[src/rtl/div_pkg.sv]
// Shared definitions for the iterative divider.
//   state_t  : FSM state encoding (3 bits)
//   wide_t   : wide scratch vector used by the width-generic helpers
//   neg_val  : two's-complement negation
//   abs_val  : magnitude of a w-bit two's-complement value
// Callers widen their operand to wide_t and size-cast the result back to
// their own width. Negation is exact modulo 2^w, so truncation is safe.
package div_pkg;

    localparam int MAX_W = 128;

    typedef logic [MAX_W-1:0] wide_t;

    typedef enum logic [2:0] {
        IDLE  = 3'd0,
        CHECK = 3'd1,
        ITER  = 3'd2,
        FIX   = 3'd3,
        DONE  = 3'd4
    } state_t;

    function automatic wide_t neg_val(input wide_t x);
        return ~x + wide_t'(1);
    endfunction

    function automatic wide_t abs_val(input wide_t x, input int w);
        wide_t sh;
        sh = x >> (w - 1);
        return sh[0] ? neg_val(x) : x;
    endfunction

endpackage

[src/rtl/div_step.sv]
// One restoring division step, purely combinational.
//   a, q   : current partial remainder and quotient/dividend shift register
//   d      : divisor magnitude
//   a_nxt  : partial remainder after the step
//   q_nxt  : shift register after the step, new quotient bit in bit 0
// The caller keeps a < d, so {a, q msb} < 2d and the borrow out of the
// WIDTH+1-bit subtraction is an exact "trial went negative" indicator.
module div_step #(
    parameter int WIDTH = 32
) (
    input  logic [WIDTH-1:0] a,
    input  logic [WIDTH-1:0] q,
    input  logic [WIDTH-1:0] d,
    output logic [WIDTH-1:0] a_nxt,
    output logic [WIDTH-1:0] q_nxt
);

    logic [WIDTH:0] shifted;
    logic [WIDTH:0] trial;

    always_comb begin
        shifted = {a, q[WIDTH-1]};
        trial   = shifted - {1'b0, d};
        if (!trial[WIDTH]) begin
            a_nxt = trial[WIDTH-1:0];
        end else begin
            a_nxt = shifted[WIDTH-1:0];
        end
        q_nxt = {q[WIDTH-2:0], ~trial[WIDTH]};
    end

endmodule

[src/rtl/seq_divider.sv]
// Multicycle divide unit (DIV/DIVU/REM/REMU), one restoring step per cycle.
//   clk, rst              : clock, synchronous active-high reset
//   start, signed_mode    : request and operand interpretation, sampled on accept
//   dividend, divisor     : operands, sampled on accept
//   busy, done            : handshake; done pulses for one cycle with valid results
//   quotient, remainder   : registered results, held until the next done
//   divby0, overflow      : error flags, set with done, cleared on the next accept
//
// state | meaning
// IDLE  | waiting for start
// CHECK | detect divide-by-zero / signed overflow, else load magnitudes
// ITER  | WIDTH restoring steps, one per cycle
// FIX   | apply signs, write result registers
// DONE  | done pulse; a start here is accepted back-to-back
module seq_divider
    import div_pkg::*;
#(
    parameter int WIDTH = 32
) (
    input  logic             clk,
    input  logic             rst,
    input  logic             start,
    input  logic             signed_mode,
    input  logic [WIDTH-1:0] dividend,
    input  logic [WIDTH-1:0] divisor,
    output logic             busy,
    output logic             done,
    output logic [WIDTH-1:0] quotient,
    output logic [WIDTH-1:0] remainder,
    output logic             divby0,
    output logic             overflow
);

    localparam int CNT_W = $clog2(WIDTH + 1);
    localparam logic [WIDTH-1:0] MIN_VAL = {1'b1, {(WIDTH-1){1'b0}}};

    state_t state_q, state_d;

    // q_r holds the raw dividend until CHECK, then its magnitude, then the
    // unsigned quotient; a_r is the partial remainder.
    logic [WIDTH-1:0] a_r, q_r, d_r;
    logic             smode_r, sn_r, sd_r;
    logic [CNT_W-1:0] cnt_r;

    logic [WIDTH-1:0] a_nxt, q_nxt;
    logic             is_div0, is_ovf, last_step;

    div_step #(.WIDTH(WIDTH)) u_step (
        .a     (a_r),
        .q     (q_r),
        .d     (d_r),
        .a_nxt (a_nxt),
        .q_nxt (q_nxt)
    );

    // sn_r is only set in signed mode, so it doubles as the mode qualifier.
    assign is_div0   = (d_r == '0);
    assign is_ovf    = sn_r && (q_r == MIN_VAL) && (d_r == '1);
    assign last_step = (cnt_r == CNT_W'(WIDTH - 1));

    always_ff @(posedge clk) begin
        if (rst) begin
            state_q <= IDLE;
        end else begin
            state_q <= state_d;
        end
    end

    always_comb begin
        state_d = state_q;
        busy    = 1'b0;
        done    = 1'b0;
        case (state_q)
            IDLE: begin
                if (start) state_d = CHECK;
            end
            CHECK: begin
                busy = 1'b1;
                if (is_div0 || is_ovf) state_d = DONE;
                else                   state_d = ITER;
            end
            ITER: begin
                busy = 1'b1;
                if (last_step) state_d = FIX;
            end
            FIX: begin
                busy    = 1'b1;
                state_d = DONE;
            end
            DONE: begin
                done    = 1'b1;
                state_d = start ? CHECK : IDLE;
            end
            default: state_d = IDLE;
        endcase
    end

    always_ff @(posedge clk) begin
        if (rst) begin
            a_r       <= '0;
            q_r       <= '0;
            d_r       <= '0;
            smode_r   <= 1'b0;
            sn_r      <= 1'b0;
            sd_r      <= 1'b0;
            cnt_r     <= '0;
            quotient  <= '0;
            remainder <= '0;
            divby0    <= 1'b0;
            overflow  <= 1'b0;
        end else begin
            case (state_q)
                IDLE, DONE: begin
                    if (start) begin
                        q_r      <= dividend;
                        d_r      <= divisor;
                        smode_r  <= signed_mode;
                        sn_r     <= signed_mode & dividend[WIDTH-1];
                        sd_r     <= signed_mode & divisor[WIDTH-1];
                        divby0   <= 1'b0;
                        overflow <= 1'b0;
                    end
                end
                CHECK: begin
                    if (is_div0) begin
                        divby0    <= 1'b1;
                        quotient  <= '1;
                        remainder <= q_r;
                    end else if (is_ovf) begin
                        overflow  <= 1'b1;
                        quotient  <= MIN_VAL;
                        remainder <= '0;
                    end else begin
                        if (smode_r) begin
                            q_r <= WIDTH'(abs_val(wide_t'(q_r), WIDTH));
                            d_r <= WIDTH'(abs_val(wide_t'(d_r), WIDTH));
                        end
                        a_r   <= '0;
                        cnt_r <= '0;
                    end
                end
                ITER: begin
                    a_r   <= a_nxt;
                    q_r   <= q_nxt;
                    cnt_r <= cnt_r + CNT_W'(1);
                end
                FIX: begin
                    quotient  <= (sn_r ^ sd_r) ? WIDTH'(neg_val(wide_t'(q_r))) : q_r;
                    remainder <= sn_r ? WIDTH'(neg_val(wide_t'(a_r))) : a_r;
                end
                default: ;
            endcase
        end
    end

endmodule

[config.mk]
export PLATFORM = sky130hd
export DESIGN_NAME = seq_divider
export DESIGN_NICKNAME = d
export VERILOG_FILES = /design/src/rtl/div_pkg.sv /design/src/rtl/div_step.sv /design/src/rtl/seq_divider.sv
export SDC_FILE = /design/constraint.sdc
export NUM_CORES = 1
export LEC_CHECK = 0
export ABC_AREA = 1
export ABC_CLOCK_PERIOD_IN_PS = 2700
export BUFFER_PORTS_ARGS = -buffer_cell sky130_fd_sc_hd__buf_2
export CELL_PAD_IN_SITES_DETAIL_PLACEMENT = 2
export CELL_PAD_IN_SITES_GLOBAL_PLACEMENT = 2
export CORE_ASPECT_RATIO = 0.7
export CORE_MARGIN = 2
export CORE_UTILIZATION = 32
export CTS_CLUSTER_DIAMETER = 150
export CTS_CLUSTER_SIZE = 10
export DETAILED_ROUTE_END_ITERATION = 10
export PLACE_DENSITY = 0.87
export RECOVER_POWER = 50
export SYNTH_ARGS = -nofsm -noshare
export SYNTH_HDL_FRONTEND = slang
export SYNTH_SLANG_ARGS = --single-unit
[constraint.sdc]
create_clock -name clk -period 2.7 [get_ports clk]
set_input_delay 0.27 -clock clk [delete_from_list [all_inputs] [get_ports clk]]
set_output_delay 0.27 -clock clk [all_outputs]
set_load 0.005 [all_outputs]
==> results.ini <==
[status]
status=finished with violations
failed_checks=setup timing

[routing]
drtAntennaViolNets=0
first_pass_iters=5
drc_errors=0
route.vias.total=18500
drt_iter0_markers=2062
wirelength_um=86500
viasPerCell=6.14
wl_per_cell_um=28.7

[cells_and_area]
layout.area.seq_mm2=0.00350
final_common_cell=nand2_1
drive_gt1_frac=0.138
area_growth_syn_to_layout_pct=19.0
multi_input_area_mm2=0.00879
fillers=5263
antenna_cells=0
num-nets-final=2556
final_cell_mix=734 x nand2_1, 241 x inv_1, 223 x nor2_1, 189 x nand3_1, 157 x dfxtp_1
layout.cells.non_filler=3014
final_util=0.383

[yosys]
synth_top_area_frac=0.257
synth-edff-count=0
syn-cell-area_mm2=0.0136
synthCells=2313
synthArstFlopShare=0
synth_cell_types=50
synth_area_leaders=dfxtp_1 26%, nand2_1 21%, inv_1 7.2%
synthFlopType=dfxtp_1
syn_area_per_cell_um2=5.86
seq_area_frac_synth=0.257
postSynthRegisterBits=174
synth_top_area_cell=dfxtp_1
yosysWarnings=0
syn_nets=2420

[grt]
grt_first_pass_wirelength_um=113000
grt_max_degree=78
antenna_found_initial=3
grt.total_usage=0.330
grt_pass1_vias=18700
grt_overflow=0

[placed_design]
dp_slack_ps=-95.7
portBuffers=135
dp.cells=2963
place.gp.congestion=0.884
dp_hpwl_um=51900

[power_and_ir_drop]
power_leakage_nw=7.77
vdd_ir_drop_max_uv=517
powerDensity_mw_per_mm2=921

[sta]
timing_hold_violations_final=0
grt_setup_unrepaired=yes
fmax_mhz=338
min_period_over_period=1.09
fin_crit_ps=2960
drv_slew=0
fin_skew_ps=27.5
max_slew.worst_pin.slew_ps=1060
setup_violations=72
setup_ws_ps=-255
slew_headroom=0.293

[critical_path]
cp.required_ps=3090
cp_max_fo=16
timing.critical_path.buf_inv=4
r2r-start=d_r[23]$_SDFFE_PP0P_
crit_end=a_r[20]$_SDFFE_PP0P_
criticalPathCategory=register to register
cp-startpoint=d_r[23]$_SDFFE_PP0P_
path_delay_family=simple AND/OR/NAND/NOR gates
r2r-end=a_r[20]$_SDFFE_PP0P_
worst_path_most_repeated_cell=nand2_1
critical_path_depth=14
path_cells=inv_1 -> ha_2 -> nand2_2 -> inv_2 -> nand2_1 -> nand2_1 -> inv_1 -> nand2_1 -> a21oi_4 -> nand3_4 -> buf_12 -> nand3_1 -> nand3_1 -> a21oi_2
reg2reg_slack_ps=-260
critPathSlowestCell=ha_2
reg2reg_depth=14
end_kind=register
cp.arrival_ps=3350
start_kind=register
slowest_delay_ps=380

[clocking]
htreeDepth=4
cts_buffer_depth=2
root_buffer=clkbuf_16
clock_latency_ps=500
path_clk_slew_ps=100
cts_tree=done
cts_buffers=17
cts_sinks=174

[floorplan]
die_h_um=176
coreArea_mm2=0.0421
fp-row-count=63
dieArea_mm2=0.0440
io_pins=136
initial_core_util=0.322
die_width_um=250

[min_path]
min_path_type=input pin to register

[run]
maxCapViolCount=0

[worst min-delay path by stage]
stage,start,end,cells past startpoint
final,divisor[25],d_r[25]$_SDFFE_PP0P_,3
after detailed placement,cnt_r[5]$_SDFFE_PP0P_,cnt_r[5]$_SDFFE_PP0P_,2
after CTS,divisor[25],d_r[25]$_SDFFE_PP0P_,3
after global routing,divisor[27],d_r[27]$_SDFFE_PP0P_,3
after global placement,smode_r$_SDFFE_PP0P_,smode_r$_SDFFE_PP0P_,2
after floorplan,signed_mode,smode_r$_SDFFE_PP0P_,2
[state kept, by name (all words and copies together), names as in the netlist]
| name | count |
|---|---|
| q_r | 32 |
| sn_r | 1 |
| state_q | 3 |
| overflow | 1 |
| quotient | 32 |
| sd_r | 1 |
| d_r | 32 |
| remainder | 32 |
| divby0 | 1 |
| cnt_r | 6 |
| a_r | 32 |
| smode_r | 1 |
[metal layers]
| layer | GRT usage | part of all wire |
|---|---|---|
| met1 | 0.434 | 0.40 |
| met2 | 0.542 | 0.46 |
| met3 | 0.0442 | 0.077 |
| met4 | 0.147 | 0.064 |
| met5 | 0 | 0.00030 |
[Yosys cell counts, types with 13 or more instances]
master,number
a21oi_1,151
a31oi_1,29
buf_2,35
clkbuf_1,43
dfxtp_1,174
ha_1,38
inv_1,261
inv_2,15
nand2_1,742
nand3_1,192
nand3b_1,13
nand4_1,73
nor2_1,233
nor3_1,29
o211ai_1,28
o21ai_0,108
o21ai_1,13
xor2_1,25
[repair_timing]
action / in CTS / in global routing
endpoints found under the setup margin: 66 / 126
cloned: 0 / 4
hold buffers: 0 / 0
gates resized for setup: 36 / 74
buffers inserted: 1 / 14
pin swaps: 4 / 11
[per-stage QoR]
stage | hold WS [ps] | TNS, ps | cell area [µm²] | power, W
after floorplan | 414 | 0 | 13600 | 0.00780
after global placement | 462 | 0 | 15000 | 0.00985
after detailed placement | 490 | -885 | 15000 | 0.0104
after CTS | 32.5 | -72.2 | 15700 | 0.0136
after global routing | 66.6 | -10830 | 16100 | 0.0154
final | 36.1 | -4350 | 16100 | 0.0149
[kinds of logic after synthesis]
| logic type | count (synthesis) | share of synthesized area |
|---|---|---|
| compound gates | 362 | 0.149 |
| simple gates | 1327 | 0.422 |
| fa+ha+maj | 39 | 0.0366 |
| flops | 174 | 0.257 |
| xor+xnor | 33 | 0.0213 |
| buf+inv | 378 | 0.113 |
[final cells by class]
type	count	area share
clock inverter	14	0.0127
sequential	174	0.217
tap	552	0.0428
inverter	277	0.0655
timing repair buffer	218	0.0901
multi-input combinational	1761	0.545
clock buffer	18	0.0266
[power breakdown]
group	total, W	internal [W]	switching (W)
Combinational	0.00824	0.00217	0.00607
Sequential	0.00357	0.00296	0.000611
Clock	0.00305	0.00158	0.00147
[worst min-delay path: stages]
cell	delay (ps)
buf_2	80
a21oi_1	50
a21oi_1	110
Note: power is estimated with default switching activity, not from simulation.
